### config.mk
export PLATFORM = sky130hd
export DESIGN_NAME = maze_agent_sequencer_flat
export DESIGN_NICKNAME = d
export VERILOG_FILES = /design/src/rtl/maze_agent_sequencer_pkg.sv /design/src/rtl/maze_agent_sequencer_if.sv /design/src/rtl/maze_turn_select.sv /design/src/rtl/maze_agent_sequencer.sv /design/src/flat_wrapper.sv
export SDC_FILE = /design/constraint.sdc
export NUM_CORES = 1
export LEC_CHECK = 0
export ABC_AREA = 1
export BUFFER_PORTS_ARGS = -buffer_cell sky130_fd_sc_hd__buf_2
export CORE_ASPECT_RATIO = 0.75
export CORE_MARGIN = 4
export CORE_UTILIZATION = 51
export CTS_CLUSTER_SIZE = 16
export DETAILED_ROUTE_END_ITERATION = 6
export PLACE_DENSITY = 0.84
export SLEW_MARGIN = 5
export SYNTH_ARGS = -nofsm -noshare
export SYNTH_HDL_FRONTEND = slang
export SYNTH_SLANG_ARGS = --single-unit
### constraint.sdc
create_clock -name clk -period 2.9 [get_ports clk]
set_input_delay 0.435 -clock clk [delete_from_list [all_inputs] [get_ports clk]]
set_output_delay 0.435 -clock clk [all_outputs]
set_load 0.05 [all_outputs]
### src/rtl/maze_agent_sequencer_pkg.sv
// Shared definitions for the maze agent sequencer: coordinate width, one-hot headings,
// FSM state encodings and the heading rotation helpers used by the turn selector.
package maze_agent_sequencer_pkg;

    localparam int unsigned CoordW = 10;

    typedef logic [CoordW-1:0] coord_t;
    typedef logic [3:0]        dir_t;

    localparam dir_t DirS = 4'b1000;
    localparam dir_t DirW = 4'b0100;
    localparam dir_t DirN = 4'b0010;
    localparam dir_t DirE = 4'b0001;

    localparam logic [2:0] StIdle      = 3'd0;
    localparam logic [2:0] StCalib     = 3'd1;
    localparam logic [2:0] StWaitFrame = 3'd2;
    localparam logic [2:0] StProbe     = 3'd3;
    localparam logic [2:0] StDecide    = 3'd4;
    localparam logic [2:0] StMove      = 3'd5;
    localparam logic [2:0] StDone      = 3'd6;

    function automatic dir_t rot_right(dir_t d);
        return {d[0], d[3:1]};
    endfunction

    function automatic dir_t rot_left(dir_t d);
        return {d[2:0], d[3]};
    endfunction

    function automatic dir_t rot_back(dir_t d);
        return {d[1:0], d[3:2]};
    endfunction

    // Heading is one-hot {S,W,N,E}; open flags arrive as {N,E,S,W}.
    function automatic logic dir_open(dir_t d, logic [3:0] open_nesw);
        return (d[3] & open_nesw[1]) | (d[2] & open_nesw[0]) |
               (d[1] & open_nesw[3]) | (d[0] & open_nesw[2]);
    endfunction

endpackage

### src/rtl/maze_agent_sequencer_if.sv
// Datapath-facing bundle of the sequencer: frame/entrance/probe inputs and the probe coordinate.
// master is the sequencer side, slave is the window/FIFO datapath side.
interface maze_agent_sequencer_if;
    import maze_agent_sequencer_pkg::*;

    logic       video_frame_valid;
    logic       entry_valid;
    coord_t     entry_x;
    logic       probe_valid;
    logic [3:0] open_nesw;
    coord_t     probe_x;
    coord_t     probe_y;

    modport master (
        input  video_frame_valid,
        input  entry_valid,
        input  entry_x,
        input  probe_valid,
        input  open_nesw,
        output probe_x,
        output probe_y
    );

    modport slave (
        output video_frame_valid,
        output entry_valid,
        output entry_x,
        output probe_valid,
        output open_nesw,
        input  probe_x,
        input  probe_y
    );

endinterface

### src/rtl/maze_turn_select.sv
// Right-hand-rule heading selector: first open of right, straight, left; otherwise turn back.
// Purely combinational so the overlay logic can reuse it.
module maze_turn_select
    import maze_agent_sequencer_pkg::*;
(
    input  dir_t       dir,
    input  logic [3:0] open_nesw,
    output dir_t       next_dir
);

    dir_t right_dir;
    dir_t left_dir;
    dir_t back_dir;

    always_comb begin
        right_dir = rot_right(dir);
        left_dir  = rot_left(dir);
        back_dir  = rot_back(dir);
        if (dir_open(right_dir, open_nesw)) begin
            next_dir = right_dir;
        end else if (dir_open(dir, open_nesw)) begin
            next_dir = dir;
        end else if (dir_open(left_dir, open_nesw)) begin
            next_dir = left_dir;
        end else begin
            next_dir = back_dir;
        end
    end

endmodule

### src/rtl/maze_agent_sequencer.sv
// Frame-level controller for the maze path-finder: calibrates on the entrance, probes the
// window at the agent pose each frame, turns by the right-hand rule and steps at frame end.
module maze_agent_sequencer
    import maze_agent_sequencer_pkg::*;
#(
    parameter int unsigned H_RES    = 702,
    parameter int unsigned V_RES    = 288,
    parameter int unsigned STEP     = 18,
    parameter int unsigned START_Y  = 20,
    parameter int unsigned MAX_MISS = 3
) (
    input  logic                   clk,
    input  logic                   reset,
    maze_agent_sequencer_if.master dp,
    input  logic                   restart,
    output coord_t                 pose_x,
    output coord_t                 pose_y,
    output dir_t                   dir,
    output logic                   tracking,
    output logic                   goal_reached,
    output logic                   lost,
    output logic [11:0]            step_count
);

    localparam logic [CoordW:0] StepW  = (CoordW+1)'(STEP);
    localparam logic [CoordW:0] HLimit = (CoordW+1)'(H_RES - 1);
    localparam logic [CoordW:0] VLimit = (CoordW+1)'(V_RES - 1);
    localparam coord_t          StepC  = coord_t'(STEP);
    localparam coord_t          StartY = coord_t'(START_Y);
    localparam logic [3:0]      MissMax = 4'(MAX_MISS);

    logic [2:0]  state_q, state_d;
    logic        frame_valid_z;
    coord_t      pose_x_q, pose_x_d, pose_y_q, pose_y_d;
    coord_t      probe_x_q, probe_x_d, probe_y_q, probe_y_d;
    dir_t        dir_q, dir_d, next_dir;
    logic [3:0]  open_q, open_d;
    logic [3:0]  miss_q, miss_d, miss_inc;
    logic [11:0] step_q, step_d;
    logic        lost_q, lost_d;

    logic            frame_rise, frame_fall, blocked;
    logic [CoordW:0] x_ext, y_ext;

    assign frame_rise = dp.video_frame_valid & ~frame_valid_z;
    assign frame_fall = ~dp.video_frame_valid & frame_valid_z;

    maze_turn_select u_turn_select (
        .dir       (dir_q),
        .open_nesw (open_q),
        .next_dir  (next_dir)
    );

    // Exit check is done on 11-bit values so an east/south move near the edge cannot wrap.
    always_comb begin
        x_ext   = {1'b0, pose_x_q};
        y_ext   = {1'b0, pose_y_q};
        blocked = (dir_q[2] & (x_ext < StepW)) |
                  (dir_q[0] & ((x_ext + StepW) > HLimit)) |
                  (dir_q[1] & (y_ext < StepW)) |
                  (dir_q[3] & ((y_ext + StepW) > VLimit));
    end

    always_comb begin
        state_d   = state_q;
        pose_x_d  = pose_x_q;
        pose_y_d  = pose_y_q;
        probe_x_d = probe_x_q;
        probe_y_d = probe_y_q;
        dir_d     = dir_q;
        open_d    = open_q;
        miss_d    = miss_q;
        step_d    = step_q;
        lost_d    = 1'b0;
        miss_inc  = miss_q + 4'd1;

        if (restart) begin
            state_d   = StIdle;
            pose_x_d  = '0;
            pose_y_d  = '0;
            probe_x_d = '0;
            probe_y_d = '0;
            dir_d     = DirS;
            open_d    = '0;
            miss_d    = '0;
            step_d    = '0;
        end else begin
            case (state_q)
                StIdle: begin
                    if (frame_rise) state_d = StCalib;
                end
                StCalib: begin
                    if (dp.entry_valid) begin
                        pose_x_d = dp.entry_x;
                        pose_y_d = StartY;
                        dir_d    = DirS;
                        step_d   = '0;
                        miss_d   = '0;
                        state_d  = StWaitFrame;
                    end
                end
                StWaitFrame: begin
                    if (frame_rise) begin
                        probe_x_d = pose_x_q;
                        probe_y_d = pose_y_q;
                        state_d   = StProbe;
                    end
                end
                StProbe: begin
                    if (dp.probe_valid) begin
                        open_d  = dp.open_nesw;
                        miss_d  = '0;
                        state_d = StDecide;
                    end else if (frame_fall) begin
                        if (miss_inc >= MissMax) begin
                            miss_d  = '0;
                            lost_d  = 1'b1;
                            state_d = StCalib;
                        end else begin
                            miss_d  = miss_inc;
                            state_d = StWaitFrame;
                        end
                    end
                end
                StDecide: begin
                    dir_d   = next_dir;
                    state_d = StMove;
                end
                StMove: begin
                    if (frame_fall) begin
                        if (blocked) begin
                            state_d = StDone;
                        end else begin
                            case (dir_q)
                                DirS:    pose_y_d = pose_y_q + StepC;
                                DirW:    pose_x_d = pose_x_q - StepC;
                                DirN:    pose_y_d = pose_y_q - StepC;
                                default: pose_x_d = pose_x_q + StepC;
                            endcase
                            if (step_q != 12'hfff) step_d = step_q + 12'd1;
                            state_d = StWaitFrame;
                        end
                    end
                end
                StDone: ;
                default: state_d = StIdle;
            endcase
        end
    end

    always_ff @(posedge clk or posedge reset) begin
        if (reset) begin
            state_q       <= StIdle;
            frame_valid_z <= 1'b0;
            pose_x_q      <= '0;
            pose_y_q      <= '0;
            probe_x_q     <= '0;
            probe_y_q     <= '0;
            dir_q         <= DirS;
            open_q        <= '0;
            miss_q        <= '0;
            step_q        <= '0;
            lost_q        <= 1'b0;
        end else begin
            state_q       <= state_d;
            frame_valid_z <= dp.video_frame_valid;
            pose_x_q      <= pose_x_d;
            pose_y_q      <= pose_y_d;
            probe_x_q     <= probe_x_d;
            probe_y_q     <= probe_y_d;
            dir_q         <= dir_d;
            open_q        <= open_d;
            miss_q        <= miss_d;
            step_q        <= step_d;
            lost_q        <= lost_d;
        end
    end

    assign dp.probe_x   = probe_x_q;
    assign dp.probe_y   = probe_y_q;
    assign pose_x       = pose_x_q;
    assign pose_y       = pose_y_q;
    assign dir          = dir_q;
    assign step_count   = step_q;
    assign lost         = lost_q;
    assign goal_reached = (state_q == StDone);
    assign tracking     = (state_q == StWaitFrame) || (state_q == StProbe) ||
                          (state_q == StDecide) || (state_q == StMove);

endmodule

### src/flat_wrapper.sv
// flat-port wrapper written by rule: the top's interface ports become plain ports
module maze_agent_sequencer_flat import maze_agent_sequencer_pkg::*;
#(
    parameter int unsigned H_RES    = 702,
    parameter int unsigned V_RES    = 288,
    parameter int unsigned STEP     = 18,
    parameter int unsigned START_Y  = 20,
    parameter int unsigned MAX_MISS = 3
)
  (clk, reset, restart, pose_x, pose_y, dir, tracking, goal_reached, lost, step_count, dp_video_frame_valid, dp_entry_valid, dp_entry_x, dp_probe_valid, dp_open_nesw, dp_probe_x, dp_probe_y);
  maze_agent_sequencer_if dp_i ();
  input  logic clk;
  input  logic reset;
  input  logic restart;
  output coord_t pose_x;
  output coord_t pose_y;
  output dir_t dir;
  output logic tracking;
  output logic goal_reached;
  output logic lost;
  output logic [11:0] step_count;
  input wire logic [$bits(dp_i.video_frame_valid)-1:0] dp_video_frame_valid;
  input wire logic [$bits(dp_i.entry_valid)-1:0] dp_entry_valid;
  input wire logic [$bits(dp_i.entry_x)-1:0] dp_entry_x;
  input wire logic [$bits(dp_i.probe_valid)-1:0] dp_probe_valid;
  input wire logic [$bits(dp_i.open_nesw)-1:0] dp_open_nesw;
  output wire logic [$bits(dp_i.probe_x)-1:0] dp_probe_x;
  output wire logic [$bits(dp_i.probe_y)-1:0] dp_probe_y;
  assign dp_i.video_frame_valid = dp_video_frame_valid;
  assign dp_i.entry_valid = dp_entry_valid;
  assign dp_i.entry_x = dp_entry_x;
  assign dp_i.probe_valid = dp_probe_valid;
  assign dp_i.open_nesw = dp_open_nesw;
  assign dp_probe_x = dp_i.probe_x;
  assign dp_probe_y = dp_i.probe_y;
  maze_agent_sequencer #(.H_RES(H_RES), .V_RES(V_RES), .STEP(STEP), .START_Y(START_Y), .MAX_MISS(MAX_MISS)) u_core (.clk(clk), .reset(reset), .dp(dp_i), .restart(restart), .pose_x(pose_x), .pose_y(pose_y), .dir(dir), .tracking(tracking), .goal_reached(goal_reached), .lost(lost), .step_count(step_count));
endmodule
== Yosys cells after proc, flatten, opt, wreduce, memory -nomap -nowiden ==
Index checks and enable logic that the tools add are counted.

* Output and inout bits: 59
* Memory bits (writable): 0
* Latch bits: 0
* Memories: 0
* Input bits: 20
* Memory bits (read-only): 0
* Register bits after elaboration: 69

* Add/sub/neg operators: 8
* Div/mod/pow operators: 0
* Reduce and logical (&&, ||, !) cells: 20
* Order comparisons: 5
* Muxes and demuxes: 54
* Bitwise logic cells: 32
* Multipliers: 0
* Eq/ne operators: 21
* Shift-type cells: 0

{| class="wikitable"
|+ Operators with widths
! cell !! count
|-
| $mux W10 || 14
|-
| $pmux W10 S2 || 4
|-
| $mux W12 || 5
|-
| $mux W4 || 13
|-
| $mux W3 || 8
|-
| $pmux W12 S2 || 1
|-
| $add A10 B5 Y11 const B || 2
|-
| $pmux W3 S7 || 1
|-
| $add A10 B5 Y10 const B || 2
|-
| $lt A10 B5 Y1 const B || 2
|-
| $sub A10 B5 Y10 const B || 2
|-
| $and A1 B1 Y1 || 18
|-
| $pmux W4 S2 || 2
|-
| $reduce_and A5 Y1 || 3
|-
| $add A12 B1 Y12 const B || 1
|-
| $ne A12 B12 Y1 const B || 1
|-
| $ne A3 B2 Y1 const B || 4
|-
| $or A1 B1 Y1 || 12
|-
| $gt A11 B10 Y1 const B || 1
|-
| $gt A11 B9 Y1 const B || 1
|-
| $eq A3 B3 Y1 const B || 3
|-
| $ne A3 B3 Y1 const B || 3
|-
| $reduce_bool A3 Y1 || 3
|-
| $ne A4 B4 Y1 const B || 2
|-
| other kinds (19) || 32
|}

== Depth between registers and ports, before layout ==
Gate-level depths: netlist of run 1.

* Depth in word-level cells: 10
* Depth in mapped cells: 19
* Gate-level depth less buffers: 18

== Cells and area by module ==
From an unflattened synthesis of run 1, not the netlist that was laid out.

* Cells, all modules: 646
* Area, all modules: 4480.5 sq um

{| class="wikitable"
|+ By module, submodules not included
! module !! area an instance (sq um) !! sequential area each (sq um) !! cells an instance !! instances
|-
| maze_agent_sequencer || 4236.6 || 1702.9 || 590 || 1
|-
| maze_turn_select || 244.0 || 0.0 || 56 || 1
|}

== Worst setup path before layout of run 1 ==
No wires, ideal clock.

* Path type: flip-flop to flip-flop
* From: register u_core.pose_x_q[1] (netlist: u_core.pose_x[1])
* To: register u_core.step_q[7] (netlist: u_core.step_count[7])
* Required time: 2780 ps
* Arrival: 2262 ps
* Path buffers: 1
* Setup slack: 519 ps
* Cell stages (with the launch flop): 19
* Cells stage by stage: dfrtp_1 -> inv_1 -> ha_1 -> nand3_1 -> nand2_1 -> nor2_1 -> nand3_1 -> nand2_1 -> nand2_1 -> nand2_1 -> nand2_1 -> nand2_1 -> nand2_1 -> nand2_2 -> nand2_4 -> nand3_2 -> buf_6 -> nand2_1 -> nand2_1

* Cells in the longest elaborated chain, start to end: 8
* Elaborated cells between the ends (all ways): 10

{| class="wikitable"
|+ RTL lines
! item !! RTL line !! source
|-
| start: declaration || maze_agent_sequencer.sv:34 || <nowiki>coord_t pose_x_q, pose_x_d, pose_y_q, pose_y_d;</nowiki>
|-
| start signal: assignment || maze_agent_sequencer.sv:167 || <nowiki>pose_x_q <= pose_x_d;</nowiki>
|-
| $add A10 B5 Y11 || maze_agent_sequencer.sv:59 || <nowiki>(dir_q[0] & ((x_ext + StepW) > HLimit)) |</nowiki>
|-
| $gt A11 B10 Y1 || maze_agent_sequencer.sv:59 ||
|-
| $and A1 B1 Y1 || maze_agent_sequencer.sv:59 ||
|-
| $or A1 B1 Y1 (*) || maze_agent_sequencer.sv:58 || <nowiki>blocked = (dir_q[2] & (x_ext < StepW)) |</nowiki>
|-
| $or A1 B1 Y1 (*) || maze_agent_sequencer.sv:59 ||
|-
| $or A1 B1 Y1 (*) || maze_agent_sequencer.sv:60 || <nowiki>(dir_q[1] & (y_ext < StepW)) |</nowiki>
|-
| $ne A3 B3 Y1 (no line) (*) || n/a ||
|-
| $reduce_and A5 Y1 (no line) (*) || n/a ||
|-
| end signal: assignment || maze_agent_sequencer.sv:174 || <nowiki>step_q <= step_d;</nowiki>
|-
| end: declaration || maze_agent_sequencer.sv:39 || <nowiki>logic [11:0] step_q, step_d;</nowiki>
|}

Every way passes the cells marked *; elsewhere a longest branch is shown, timed or not.
A chain may end at the register's enable or synchronous reset.

== Worst setup path in the final report of run 1 ==
* From: register u_core.pose_x_q[1] (netlist: u_core.pose_x[1])
* To: register u_core.pose_y_q[4] (netlist: u_core.pose_y[4])

* Cells in the longest elaborated chain, start to end: 8
* Elaborated cells between the ends (all ways): 10

{| class="wikitable"
|+ RTL lines
! item !! RTL line !! source
|-
| $add A10 B5 Y11 || maze_agent_sequencer.sv:59 ||
|-
| $gt A11 B10 Y1 || maze_agent_sequencer.sv:59 ||
|-
| $and A1 B1 Y1 || maze_agent_sequencer.sv:59 ||
|-
| $or A1 B1 Y1 (*) || maze_agent_sequencer.sv:58 ||
|-
| $or A1 B1 Y1 (*) || maze_agent_sequencer.sv:59 ||
|-
| $or A1 B1 Y1 (*) || maze_agent_sequencer.sv:60 ||
|-
| $ne A3 B3 Y1 (no line) (*) || n/a ||
|-
| $reduce_and A5 Y1 (no line) (*) || n/a ||
|-
| end signal: assignment || maze_agent_sequencer.sv:168 || <nowiki>pose_y_q <= pose_y_d;</nowiki>
|-
| end: declaration || maze_agent_sequencer.sv:34 ||
|}

Marked as above.

==> results of run 1 <==
==> critical path: stages, from the launching register on <==
cell     delay [ps]
dfrtp_1         500
inv_1           170
ha_1            360
nand3_1          90
nand2_1          90
nor2_1           40
nand3_1          70
nand2_1          50
nand2_1          50
nand2_1          50
nand2_1          50
nand2_1          70
nand2_1          80
nand2_2          80
nand2_4         290
nand3_2         280
nand2_1         150
nand2_1          70
==> kinds of logic (layout without fill, tap and decap cells) <==
group / after synthesis / after routing / synth area share
flops: 68 / 68 / 0.374
xor+xnor: 11 / 11 / 0.0212
simple gates: 322 / 322 / 0.326
compound gates: 110 / 110 / 0.147
fa+ha+maj: 9 / 9 / 0.0247
buf+inv: 119 / 197 / 0.106
other cells: 1 / 1 / 0.000824
==> Yosys cell counts, drive strengths merged, types with 4 or more instances <==
cell / count / area [um^2]
clkbuf: 8 / 30.0
nand3: 46 / 250
buf: 16 / 93.8
o21ai: 45 / 236
nor3: 11 / 65.1
o22ai: 24 / 156
dfrtp: 67 / 1680
o211ai: 6 / 45.0
a21oi: 23 / 119
xor2: 9 / 78.8
nor4: 5 / 46.3
nand4: 38 / 238
inv: 95 / 359
ha: 9 / 113
a31oi: 4 / 40.0
nor2: 54 / 238
nand2: 166 / 636
==> registers in the layout, indices dropped and copies added, names as in the netlist <==
name,count
u_core.dir,4
u_core.dp.probe_x,10
u_core.dp.probe_y,10
u_core.frame_valid_z,1
u_core.lost,1
u_core.miss_q,4
u_core.open_q,4
u_core.pose_x,10
u_core.pose_y,9
u_core.state_q,3
u_core.step_count,12
==> per-layer routing <==
layer  GRT usage  part of all wire
met1       0.362              0.44
met2       0.393              0.46
met3      0.0617             0.086
met4      0.0735             0.017
met5           0                 0
==> path summary, 6_finish.rpt <==
kind | to | cells past startpoint
setup / recovery | u_core.pose_y[4] | 17
hold / removal | u_core.lost | 2
setup reg to reg | u_core.pose_y[4] | 17
hold reg to reg | u_core.dp.probe_y[0] | 2
max in group asynchronous | u_core.state_q[2] | 3
min in group clk | u_core.frame_valid_z | 1
==> where the power goes <==
| part | internal, W | switching [W] | total [W] |
|---|---|---|---|
| Combinational | 0.000319 | 0.000934 | 0.00125 |
| Clock | 0.000714 | 0.000392 | 0.00111 |
| Sequential | 0.00105 | 0.000170 | 0.00122 |
==> layout make-up <==
type,instances,area (um^2)
clock buffers,15,268
clock inverters,1,30.0
fillers,773,3240
inverters,95,359
multi-input cells,453,2370
flip-flops and latches,68,1700
well taps,108,135
repair buffers,86,453
==> stage by stage <==
stage                     utilization  std cells
after global routing            0.622        826
after CTS                       0.621        826
after global placement          0.586        810
final                           0.622        826
after floorplan                     -        640
after detailed placement        0.586        810
==> run metrics, run 1 <==
Max VDD drop roughly 460 uV; vias in the first global route 4482; R2R Setup Slk around 220 ps; final hold violations 0; # H-tree levels 3; final worst path period need around 2700 ps; Critical Path AT approximately 2900 ps; Post-Route Setup TNS 0 ps; distinct cell type count after synthesis 43; Hold Crit Class in2async; final worst slack 219 ps; wire length per cell between 15 and 20 um; commonest non-fill, non-tap cell in the layout nand2_1; largest net degree at the start of global routing 34; Post-Syn Area per Cell between 7 and 8 um^2; main flop type after synthesis dfrtp_1; cells after synthesis 640; Max Cap Viol 0; initial core utilization 0.532; outcome complete, no violations; commonest cells after routing, fill and taps aside nand2_1 (163), inv_1 (87), buf_2 (77); 1st-pass router iterations 6; final setup violating endpoints 0; CTS root buffer clkbuf_16; Tot GR Track Use 0.257; CP Class reg2reg; Buffers on Ports 77; Die Wd approximately 120 um; Placeable Area 0.00856 mm^2; Post-CTS Resized 0; site row count 29; routability congestion estimate 0.993; Final period util 0.925; Finished Cell Area approximately 0.0053 mm^2; Setup WS pre-CTS between 200 and 300 ps; FF-to-FF Start u_core.pose_x[1]; DRC violations left 0; clk_lat worst skew roughly 340 ps; mapped cell area around 0.0046 mm^2; Yosys reg bits 68; CP startpoint u_core.pose_x[1]; Area Overhead vs Synth 16.9%; Clock Pin Slew Worst Setup and Hold Paths ~50 ps; I/O pins 79; Slew Viols, Final 0; Inserted Diodes 0; first-pass GRT wire length 21800 um; WL final 12900 um; sequential cell area fraction in the yosys report 0.374; Crit. End Element flip-flop; Power Dens Cells 672 mW/mm^2; clk_skew 7.46 ps; die area 0.0105 mm^2; GRT overflow 0; # Post-CTS Setup Buffers 0; nets@finish ~740; slew at the pin closest to its max-slew limit around 700 ps; DP Area between 0.005 and 0.006 mm^2; clock tree buffer depth 2; synth warn 0; syn nets around 670; Max Clock Freq ~370 MHz; Post-synth EDFFs 0; initial antenna violation count 0; Async SR Flop Fraction 1.00; CP required between 3000 and 4000 ps; die height 89.8 um; post-route ant nets 0; startpoint types flip-flop; post-DR vias/cell 5.79; CTS sink cnt 68; ratio of cells with drive above 1 in the final layout 0.177; initial DRC count 506; Worst Hold Margin 155 ps; crit path max fanout 33; via count 4785; TritonCTS Buffers 9; Worst slew margin 0.540; CTS tree done; Hold Buf Count CTS 0; Lkg Pwr around 2.8 nW; hpwl dp slightly below 10000 um; Final Power between 0.003 and 0.004 W; RSZ-0062 raised after global routing no
Power figures use the tool's default switching activity.
==> run 2, diff against run 1 <==
--- a/config.mk
+++ b/config.mk
@@ -5,8 +5,8 @@
 export SDC_FILE = /design/constraint.sdc
 export NUM_CORES = 1
 export LEC_CHECK = 0
-export ABC_AREA = 1
 export BUFFER_PORTS_ARGS = -buffer_cell sky130_fd_sc_hd__buf_2
+export CAP_MARGIN = 30
 export CORE_ASPECT_RATIO = 0.75
 export CORE_MARGIN = 4
 export CORE_UTILIZATION = 51
@@ -16,4 +16,5 @@
 export SLEW_MARGIN = 5
 export SYNTH_ARGS = -nofsm -noshare
 export SYNTH_HDL_FRONTEND = slang
+export SYNTH_HIERARCHICAL = 1
 export SYNTH_SLANG_ARGS = --single-unit
==> run 2 against run 1 <==
Compared with the run above:
- sequential cell count is the same
- first-iteration DRC count is 12% higher
- combinational power down 21%
- final cell count down 10%
- highest routed layer unchanged
- clock power is essentially flat
- clock skew fell by 3.9 ps
- power down 10%
==> run metrics, run 2 <==
Die Wd 117 um (about the same); Setup WS pre-CTS 29.2 ps (was 289 ps); Buffers on Ports 77 (unchanged); DRC violations left 0 (unchanged); final setup violating endpoints 0 (unchanged); final worst slack 90.5 ps (was 219 ps); Worst Reg-to-Reg Cells 8 (was 17); initial core utilization 0.529 (was 0.532); vias in the first global route 4440 (was 4482); post-DR vias/cell 6.48 (was 5.79); Final Power 0.00322 W (was 0.00358 W); CP required 3100 ps (was 3120 ps); nets@finish 659 (was 742); post-synth top area cell dfrtp_1 (unchanged); wire length per cell 18.0 um (was 15.6 um); # Post-CTS Setup Buffers 0 (unchanged); Worst slew margin 0.544 (was 0.540); Hold Crit Class in2async (unchanged); Crit. End Element flip-flop (unchanged); Synth area leaders dfrtp_1 (37%), nand2_1 (7.0%), a21oi_1 (4.9%) (was dfrtp_1 (37%), nand2_1 (13%), inv_1 (7.3%)); Slew Viols, Final 0 (unchanged); initial DRC count 567 (was 506); Lkg Pwr 2.52 nW (was 2.79 nW); routability congestion estimate 0.983 (was 0.993); startpoint types flip-flop (unchanged); top-area cell type share of the netlist area 0.370 (was 0.368); 1st-pass router iterations 5 (was 6); CP Class reg2reg (unchanged); post-route ant nets 0 (unchanged); WP depth 8 (was 17); Finished Cell Area 0.00542 mm^2 (was 0.00532 mm^2); initial antenna violation count 0 (unchanged); die area 0.0105 mm^2 (about the same); Area Overhead vs Synth 19.7% (was 16.9%); I/O pins 79 (unchanged); synth warn 6 (was 0); max reg flops 12 (unchanged); CTS root buffer clkbuf_16 (unchanged); syn nets 583 (was 669); ratio of cells with drive above 1 in the final layout 0.227 (was 0.177); Power Dens Cells 594 mW/mm^2 (was 672 mW/mm^2); commonest cells after routing, fill and taps aside nand2_1 (84), buf_2 (77), dfrtp_1 (65) (was nand2_1 (163), inv_1 (87), buf_2 (77)); outcome complete, no violations (unchanged); cells after synthesis 554 (was 640); hpwl dp 9460 um (was 9660 um); FILL cells 713 (was 773); mapped cell area 0.00453 mm^2 (was 0.00455 mm^2); clock tree buffer depth 2 (unchanged); sequential cell area fraction in the yosys report 0.376 (was 0.374); final hold violations 0 (unchanged); final core utilization 0.633 (was 0.622); top-count cell post-synth nand2_1 (unchanged); clk_skew 3.55 ps (was 7.46 ps); distinct cell type count after synthesis 70 (was 43); via count 4818 (was 4785); Clock Pin Slew Worst Setup and Hold Paths 50 ps (about the same); Post-Syn Area per Cell 8.17 um^2 (was 7.11 um^2); Inserted Diodes 0 (unchanged); crit-path leading delay family compound AO/OA/AOI/OAI gates (was simple AND/OR/NAND/NOR gates); Yosys reg bits 68 (unchanged); site row count 29 (unchanged); Buf/Inv on CP 1 (unchanged); Hold Buf Count CTS 0 (unchanged); CP Cell Sequence ha_1, a21oi_2, nor2_1, o221a_2, or4_4, buf_4, a2111oi_0, o32ai_1 (was inv_1, ha_1, nand3_1, nand2_1, nor2_1, nand3_1, nand2_1, nand2_1, nand2_1, nand2_1, nand2_1, nand2_1, nand2_2, nand2_4, nand3_2, nand2_1, nand2_1); # H-tree levels 3 (unchanged); largest net degree at the start of global routing 32 (was 34); die height 89.6 um (was 89.8 um); slew at the pin closest to its max-slew limit 684 ps (was 690 ps); final worst path period need 2810 ps (was 2680 ps); Tot GR Track Use 0.268 (was 0.257); first-pass GRT wire length 22100 um (was 21800 um); CTS sink cnt 68 (unchanged); Final period util 0.969 (was 0.925); CTS tree done (unchanged); clk_lat worst skew 340 ps (about the same); Post-Route Setup TNS 0 ps (unchanged); max incr delay on CP 590 ps (was 500 ps); worst-path cell with the longest stage delay or4_4 (was dfrtp_1); Max Clock Freq 356 MHz (was 373 MHz); Post-synth EDFFs 0 (unchanged); Storage cell area 0.00171 mm^2 (was 0.00170 mm^2); WL final 13400 um (was 12900 um); Async SR Flop Fraction 1.00 (unchanged); TritonCTS Buffers 9 (unchanged); synth cell count leaders nand2_1 (84), dfrtp_1 (67), a21oi_1 (44) (was nand2_1 (163), inv_1 (88), dfrtp_1 (67)); commonest non-fill, non-tap cell in the layout nand2_1 (unchanged); R2R Setup Slk 90 ps (was 220 ps); Multi-input gate area 0.00257 mm^2 (was 0.00237 mm^2); Max Cap Viol 0 (unchanged); Placeable Area 0.00856 mm^2 (unchanged); DP Area 0.00509 mm^2 (was 0.00502 mm^2); main flop type after synthesis dfrtp_1 (unchanged); Max VDD drop 443 uV (was 457 uV); GRT overflow 0 (unchanged); Critical Path AT 3010 ps (was 2900 ps); crit path max fanout 16 (was 33)
## run 2: cell count changes after synthesis, sizes merged, moves of 11 or more
cell | previous run | this run
inv | 95 | 21
nor2 | 54 | 38
nand3 | 46 | 12
nand2b | 0 | 11
clkbuf | 8 | 29
nand4 | 38 | 4
nand2 | 166 | 84
and3 | 0 | 14
o22ai | 24 | 4
a21oi | 23 | 44
## run 2: logic make-up (layout without fill, tap and decap cells)
logic type / Yosys count / count (layout) / synth area share
AO/OA/AOI/OAI: 173 / 173 / 0.259
XOR/XNOR: 5 / 5 / 0.00967
adder cells (fa/ha/maj): 9 / 9 / 0.0249
buffers and inverters: 65 / 146 / 0.0633
flip-flops: 68 / 68 / 0.376
multiplexers: 9 / 9 / 0.0202
other: 1 / 1 / 0.000828
AND/OR/NAND/NOR: 224 / 224 / 0.246
## run 2: cell type report
type                            count  area share
Tap cell                          108      0.0249
Sequential cell                    68       0.315
Inverter                           21      0.0145
Timing Repair Buffer              109       0.115
Clock inverter                      5     0.00924
Clock buffer                       11      0.0466
Multi-Input combinational cell    421       0.474
## run 2: final timing paths
check / startpoint / to
max: u_core/pose_y[1] / u_core/pose_x[5]
min: reset / u_core/dp.probe_y[6]
max reg2reg: u_core/pose_y[1] / u_core/pose_x[5]
min reg2reg: u_core/miss_q[3] / u_core/miss_q[3]
max in group asynchronous: reset / u_core/step_count[11]
min in group clk: dp_video_frame_valid / u_core/frame_valid_z
## run 2: metrics by stage
step / hold WS (ps) / cells
after floorplan: 466 / 554
after detailed placement: 422 / 727
final: 52.7 / 743
after global placement: 417 / 727
after global routing: 83.7 / 743
after CTS: 61.6 / 743
## run 2: timing repair
action	4_1_cts	5_1_grt
pin swaps	0	1
resized for setup	1	6
endpoints found under the setup margin	1	27
## run 2: power by group
part / leakage, nW / internal [W] / total [W] / switching, W
Sequential: 0.924 / 0.00102 / 0.00112 / 0.000103
Combinational: 1.44 / 0.000301 / 0.000982 / 0.000680
Clock: 0.155 / 0.000705 / 0.00112 / 0.000410
Total: 2.52 / 0.00202 / 0.00322 / 0.00119
## run 2: layer usage
layer	vias to the layer above	track usage	share of wire
met5	-	0	0
met4	0	0.105	0.025
met3	48	0.0737	0.10
met2	299	0.410	0.46
met1	2289	0.362	0.42
li1	2182	-	-
